--- src/rtl/bcd_scan_counter_if.sv ---
// Control and display bus of the BCD scan counter.
// The master drives the count requests. The slave (the counter) returns the
// count value and the scanned digit.
interface bcd_scan_counter_if #(
   parameter int NUM_DIGITS = 4
);
   logic                    en;
   logic                    up_dn;
   logic                    clr;
   logic [4*NUM_DIGITS-1:0] count_bcd;
   logic                    carry_out;
   logic [3:0]              bcd_out;
   logic [NUM_DIGITS-1:0]   digit_sel;

   modport master (
      output en, up_dn, clr,
      input  count_bcd, carry_out, bcd_out, digit_sel
   );

   modport slave (
      input  en, up_dn, clr,
      output count_bcd, carry_out, bcd_out, digit_sel
   );
endinterface

--- src/rtl/bcd_scan_counter.sv ---
// Multi-digit BCD up/down event counter with a time-multiplexed digit scanner.
// Every output is registered, so the downstream 7-segment decoder sees
// glitch-free values.
module bcd_scan_counter #(
   parameter int NUM_DIGITS = 4,
   parameter int SCAN_DIV   = 50000
) (
   input  logic                clk,
   input  logic                rst_n,
   bcd_scan_counter_if.slave   bus
);
   localparam int IDX_W = (NUM_DIGITS > 1) ? $clog2(NUM_DIGITS) : 1;
   localparam int DIV_W = $clog2(SCAN_DIV);
   localparam logic [IDX_W-1:0] LAST_IDX = IDX_W'(NUM_DIGITS - 1);
   localparam logic [DIV_W-1:0] LAST_DIV = DIV_W'(SCAN_DIV - 1);

   logic [NUM_DIGITS-1:0][3:0] cnt, cnt_nxt;
   logic                       wrap;
   logic                       carry_q;
   logic [DIV_W-1:0]           div;
   logic [IDX_W-1:0]           idx, idx_nxt;
   logic                       scan_edge;
   logic [3:0]                 bcd_q;
   logic [NUM_DIGITS-1:0]      sel_q;

   // Ripple one step through the digits. The carry (or borrow) survives
   // past the top digit only when every digit was at its limit. That case
   // is a wrap.
   always_comb begin
      logic c;
      cnt_nxt = cnt;
      c       = 1'b1;
      for (int i = 0; i < NUM_DIGITS; i++) begin
         if (c) begin
            if (bus.up_dn) begin
               if (cnt[i] == 4'd9) cnt_nxt[i] = 4'd0;
               else begin
                  cnt_nxt[i] = cnt[i] + 4'd1;
                  c          = 1'b0;
               end
            end else begin
               if (cnt[i] == 4'd0) cnt_nxt[i] = 4'd9;
               else begin
                  cnt_nxt[i] = cnt[i] - 4'd1;
                  c          = 1'b0;
               end
            end
         end
      end
      wrap = c;
   end

   // Count register: clr has priority over en. carry_out is high only on a wrap step.
   always_ff @(posedge clk or negedge rst_n) begin
      if (!rst_n) begin
         cnt     <= '0;
         carry_q <= 1'b0;
      end else if (bus.clr) begin
         cnt     <= '0;
         carry_q <= 1'b0;
      end else if (bus.en) begin
         cnt     <= cnt_nxt;
         carry_q <= wrap;
      end else begin
         carry_q <= 1'b0;
      end
   end

   assign scan_edge = (div == LAST_DIV);
   assign idx_nxt   = !scan_edge        ? idx :
                      (idx == LAST_IDX) ? '0  : idx + 1'b1;

   // Free-running slot divider and scan index. They do not depend on en or clr.
   always_ff @(posedge clk or negedge rst_n) begin
      if (!rst_n) begin
         div <= '0;
         idx <= '0;
      end else begin
         div <= scan_edge ? '0 : div + 1'b1;
         idx <= idx_nxt;
      end
   end

   // Display outputs. bcd_out is reloaded on every edge from the current
   // count, so a count change shows up one cycle later, even in the middle
   // of a slot. With a single digit the shift is always by 0, so digit_sel
   // stays at 1.
   always_ff @(posedge clk or negedge rst_n) begin
      if (!rst_n) begin
         bcd_q <= 4'h0;
         sel_q <= NUM_DIGITS'(1);
      end else begin
         bcd_q <= cnt[idx_nxt];
         sel_q <= NUM_DIGITS'(1) << idx_nxt;
      end
   end

   assign bus.count_bcd = cnt;
   assign bus.carry_out = carry_q;
   assign bus.bcd_out   = bcd_q;
   assign bus.digit_sel = sel_q;
endmodule

--- src/flat_wrapper.sv ---
// flat-port wrapper written by rule: the top's interface ports become plain ports
module bcd_scan_counter_flat 
#(
   parameter int NUM_DIGITS = 4,
   parameter int SCAN_DIV   = 50000
)
  (clk, rst_n, bus_en, bus_up_dn, bus_clr, bus_count_bcd, bus_carry_out, bus_bcd_out, bus_digit_sel);
  bcd_scan_counter_if #(.NUM_DIGITS(NUM_DIGITS)) bus_i ();
  input  logic clk;
  input  logic rst_n;
  input wire logic [$bits(bus_i.en)-1:0] bus_en;
  input wire logic [$bits(bus_i.up_dn)-1:0] bus_up_dn;
  input wire logic [$bits(bus_i.clr)-1:0] bus_clr;
  output wire logic [$bits(bus_i.count_bcd)-1:0] bus_count_bcd;
  output wire logic [$bits(bus_i.carry_out)-1:0] bus_carry_out;
  output wire logic [$bits(bus_i.bcd_out)-1:0] bus_bcd_out;
  output wire logic [$bits(bus_i.digit_sel)-1:0] bus_digit_sel;
  assign bus_i.en = bus_en;
  assign bus_i.up_dn = bus_up_dn;
  assign bus_i.clr = bus_clr;
  assign bus_count_bcd = bus_i.count_bcd;
  assign bus_carry_out = bus_i.carry_out;
  assign bus_bcd_out = bus_i.bcd_out;
  assign bus_digit_sel = bus_i.digit_sel;
  bcd_scan_counter #(.NUM_DIGITS(NUM_DIGITS), .SCAN_DIV(SCAN_DIV)) u_core (.clk(clk), .rst_n(rst_n), .bus(bus_i));
endmodule
--- config.mk ---
export PLATFORM = sky130hd
export DESIGN_NAME = bcd_scan_counter_flat
export DESIGN_NICKNAME = d
export VERILOG_FILES = /design/src/rtl/bcd_scan_counter_if.sv /design/src/rtl/bcd_scan_counter.sv /design/src/flat_wrapper.sv
export SDC_FILE = /design/constraint.sdc
export NUM_CORES = 1
export LEC_CHECK = 0
export CAP_MARGIN = 15
export CORE_ASPECT_RATIO = 1.75
export CORE_MARGIN = 3
export CORE_UTILIZATION = 45
export DETAILED_ROUTE_END_ITERATION = 10
export HOLD_SLACK_MARGIN = 0.15
export PLACE_DENSITY = 0.69
export SETUP_SLACK_MARGIN = 0.02
export SYNTH_ARGS = -nofsm -noshare
export SYNTH_HDL_FRONTEND = slang
export SYNTH_SLANG_ARGS = --single-unit
--- constraint.sdc ---
create_clock -name clk -period 2.2 [get_ports clk]
set_input_delay 0.22 -clock clk [delete_from_list [all_inputs] [get_ports clk]]
set_output_delay 0.22 -clock clk [all_outputs]
set_load 0.02 [all_outputs]
==> summary by stage <==
STA
In the finished design, the share of the clock period the worst path needs comes to 101%. Static timing analysis puts the maximum clock frequency at 449 MHz. The tightest hold path in the finished design has a slack of 0.415 ns. The actual slew at the worst max-slew pin is 0.518 ns. The clock arrives with 0.00304 ns of skew.

The final count of pins violating max slew is 0. The total of endpoints with negative setup slack in the final report is 2. The setup slack of the critical path after layout is -0.0274 ns. The count of endpoints failing hold in the final timing report came to 0. Setup repair after global routing could not meet its margin everywhere. The tightest slew margin relative to the limit is 65.5%. The post-layout minimum cycle time is 2.23 ns.

Synthesis
The number of different library cells used by synthesis comes to 50. The commonest register cell after synthesis is sky130_fd_sc_hd__dfrtp_1. After synthesis the netlist holds a flip-flop and latch count of 43. The yosys synthesis warning count is 0. The number of enable flip-flop cells after synthesis is 0. The average size of a mapped cell is 9.00 um2. The synthesized netlist net count is 320. By count the netlist is led by sky130_fd_sc_hd__dfrtp_1, sky130_fd_sc_hd__nand2_1, sky130_fd_sc_hd__nor2_1, sky130_fd_sc_hd__a21oi_1, sky130_fd_sc_hd__ha_1. Of all flip-flops after synthesis, the portion carrying an async set or reset was 100%. sky130_fd_sc_hd__dfrtp_1 is the most common cell in the netlist. The number of standard cells after synthesis is 298. In this run the biggest area consumer among cell types represents 39.2% of the synthesized area.

In this run the cell area of the synthesized design comes to 0.00268 mm2. The library cell occupying the most area in the post-synthesis netlist is sky130_fd_sc_hd__dfrtp_1. The register area share after synthesis is 40.2%. In the post-synthesis netlist, the biggest area contributors are sky130_fd_sc_hd__dfrtp_1, sky130_fd_sc_hd__ha_1, sky130_fd_sc_hd__nand2_1.

Power and ir drop
Combinational logic burns 21.6% of the power. IR analysis of the VDD net gives a maximum drop of 0.520 mV. The power density normalized to cell area is 531 mW/mm2. The analysis attributes to cell leakage a power of 1.55 nW. Sequential cells burn 45.2% of the power. Cell internal power was estimated by the tool at 1.33 mW. The share of total power consumed by net switching is 28.8%.

The switching power total is 0.540 mW. The clock network fraction of total power is 33.2%.

Drt
In the final routed layout, each cell accounts on average for 16.0 um. In the routed layout, each cell is associated on average with a via count of 5.60. The first-pass iteration count of the detailed router is 4. The number of DRC violations after detailed routing is 0.

The final wirelength is 7.02 mm. The first routing iteration left 116 violations. The detailed router placed 2454 vias in this run.

The detail route stage leaves a number of antenna-violating nets equal to 0.

Clock tree
The clock net sink count is 43. The cell chosen for the clock root is sky130_fd_sc_hd__clkbuf_8. The clock slew seen by the registers of the worst setup and hold paths is 0.08 ns. Clock tree synthesis inserted a total of 5 buffers. The clock reaches the later pin of the worst-skew pair after 0.30 ns. The TritonCTS clock tree is yes.

The number of buffers on the longest clock path is 2. The H-tree depth is 2.

Final layout
In the final design database the tool counted 383 nets. With fillers left out, the area of the finished cells amounts to 0.00352 mm2. The repair_antennas step left the layout with diodes totalling 0. The area growth from synthesis to final layout is 31.5%.

The fraction of layout instances using a drive strength above 1 is 22.7%.

Status
The flow ran to the end, but the final reports show violations. The final reports fail on negative setup slack.

GRT
The total congestion overflow after global routing is 0. The first global-routing pass estimated 11.6 mm of wire. The via count of the first global-routing pass is 2493. The largest net degree at the start of global routing is 24.

The overall routing resource usage is 21.3%. The number of antenna violations at the first check in global routing is 0.

Worst setup path
Walking the worst path, the cells encountered are or4b_4 > nor4_4 > buf_4 > mux2i_4 > buf_6 > a21oi_1 > a32oi_1. The largest stage delay on the critical path is 0.56 ns. The signal arrival time at the worst endpoint is 2.45 ns. The type of element launching the critical path is a flip-flop. By startpoint and endpoint, the worst setup path is classified as flip-flop to flip-flop.

The kind of capture point of the worst setup path is a flip-flop. Data on the critical path is required at its endpoint by 2.42 ns. The slowest stage of the critical path is the sky130_fd_sc_hd__or4b_4 cell. Along the worst path, the maximum fanout reaches 8.

Floorplanning
The I/O pin count is 30. After floorplanning, the core was sized to cover 0.00568 mm2. The floorplan die height is 108 um. The number of placement rows is 36. The overall die width is 64.4 um. For this configuration, the core starts out at a cell density of 47.2%.

The die area is 0.00696 mm2.

Placement
Buffers placed on the I/O ports in this run total 29. The congestion estimate from routability-driven global placement came to 0.836. Detailed placement ended at an HPWL of 5.26 mm.

Once placement finished, the instance area stood at 0.00330 mm2.

Flow run
The reported max-cap violation count is 0.

Min path
The class of the most critical hold timing path is primary input to asynchronous set/reset pin.
-- layout by cell type, fill, tap and decap left out, types with 3 or more instances in the layout --
cell type                         count
sky130_fd_sc_hd__nor2b_1              4
sky130_fd_sc_hd__a21oi_1             16
sky130_fd_sc_hd__nand2_1             32
sky130_fd_sc_hd__xnor2_1              6
sky130_fd_sc_hd__clkdlybuf4s50_1     28
sky130_fd_sc_hd__nand4b_1             3
sky130_fd_sc_hd__buf_4               35
sky130_fd_sc_hd__or3_1                3
sky130_fd_sc_hd__nor2_1              30
sky130_fd_sc_hd__inv_1               11
sky130_fd_sc_hd__nor3_1               6
sky130_fd_sc_hd__clkbuf_8             5
sky130_fd_sc_hd__nand4_1              3
sky130_fd_sc_hd__nand2b_1             5
sky130_fd_sc_hd__a32oi_1              4
sky130_fd_sc_hd__inv_2                5
sky130_fd_sc_hd__ha_1                15
sky130_fd_sc_hd__buf_6                6
sky130_fd_sc_hd__xor2_1              10
sky130_fd_sc_hd__dfrtp_2              4
sky130_fd_sc_hd__nand3_1             12
sky130_fd_sc_hd__o211ai_1             3
sky130_fd_sc_hd__a211oi_1             3
sky130_fd_sc_hd__o21ai_0             15
sky130_fd_sc_hd__and3_1               6
sky130_fd_sc_hd__a31oi_1              6
sky130_fd_sc_hd__dfrtp_1             38
-- cells by family after synthesis --
group	share of synthesized area, %
AND/OR/NAND/NOR	23.2
AO/OA/AOI/OAI	16.6
flip-flops	40.2
buffers and inverters	4.95
adder cells (fa/ha/maj)	7.93
XOR/XNOR	5.23
multiplexers	1.96
-- path summary, 6_finish.rpt --
kind                                          start                                 to  slack, ns  cells after the start
max                         u_core.div[7]$_DFF_PN0_    u_core.bus.bcd_out[0]$_DFF_PN0_      -0.03                      7
min                                           rst_n            u_core.div[3]$_DFF_PN0_       0.41                      2
max reg2reg                 u_core.div[7]$_DFF_PN0_    u_core.bus.bcd_out[0]$_DFF_PN0_      -0.03                      7
min reg2reg                u_core.div[13]$_DFF_PN0_           u_core.div[13]$_DFF_PN0_       0.50                      1
max in group asynchronous                     rst_n  u_core.bus.digit_sel[0]$_DFF_PN1_       1.05                      3
min in group clk           u_core.div[13]$_DFF_PN0_           u_core.div[13]$_DFF_PN0_       0.50                      1
-- area by class of cell --
cell class / instances / area, um2
Clock buffer: 5 / 68.8
Clock inverter: 3 / 43.8
Fill cell: 522 / 2150
Inverter: 17 / 66.3
Multi-Input combinational cell: 223 / 1540
Sequential cell: 43 / 1080
Tap cell: 76 / 95.1
Timing Repair Buffer: 71 / 626
-- critical path, delay by kind of cell, from the launching register on --
kind	cells	cell delay (ns)
AOI/OAI and AO/OA	2	0.22
DFF	1	0.39
buffers and inverters	2	0.36
muxes	1	0.25
and+or+nand+nor	2	0.93
-- power groups by stage --
stage               Combinational [mW]  Clock [mW]  Sequential [mW]
floorplan                        0.188           0            0.898
global placement                 0.397           0            0.860
detailed placement               0.399           0            0.861
CTS                              0.403       0.639            0.845
global route                     0.442       0.668            0.850
finish                           0.405       0.623            0.846
-- registers in the layout, indices dropped and copies added (netlist names) --
name,count
u_core.bus.count_bcd,16
u_core.div,16
u_core.bus.bcd_out,4
u_core.bus.digit_sel,4
u_core.idx,2
u_core.bus.carry_out,1
-- per-stage QoR --
stage	utilization (%)	setup WS [ns]	total power [mW]	instances	setup TNS, ns
global route	62.1	-0.115	1.96	438	-0.441
global placement	58.1	-0.00137	1.26	424	-0.00137
CTS	60.6	-0.00631	1.89	435	-0.0119
finish	62.1	-0.0274	1.87	438	-0.0475
floorplan	-	0.00147	1.09	298	0
detailed placement	58.1	-0.0700	1.26	424	-0.217
-- what timing repair did --
item,in CTS,in global routing
hold buffers,1,0
hold endpoints to repair,20,0
setup endpoints to repair,4,10
pin swaps,3,8
resized for setup,2,15
buffers inserted,2,4
gates cloned,0,0
-- routing by layer --
metal	vias up	part of all wire, %	GRT usage (%)
met3	19	2.7	2.81
met5	-	0	0
li1	1186	-	-
met2	60	57	41.8
met1	1189	37	22.3
met4	0	2.8	8.32
Power figures use the tool's default switching activity.
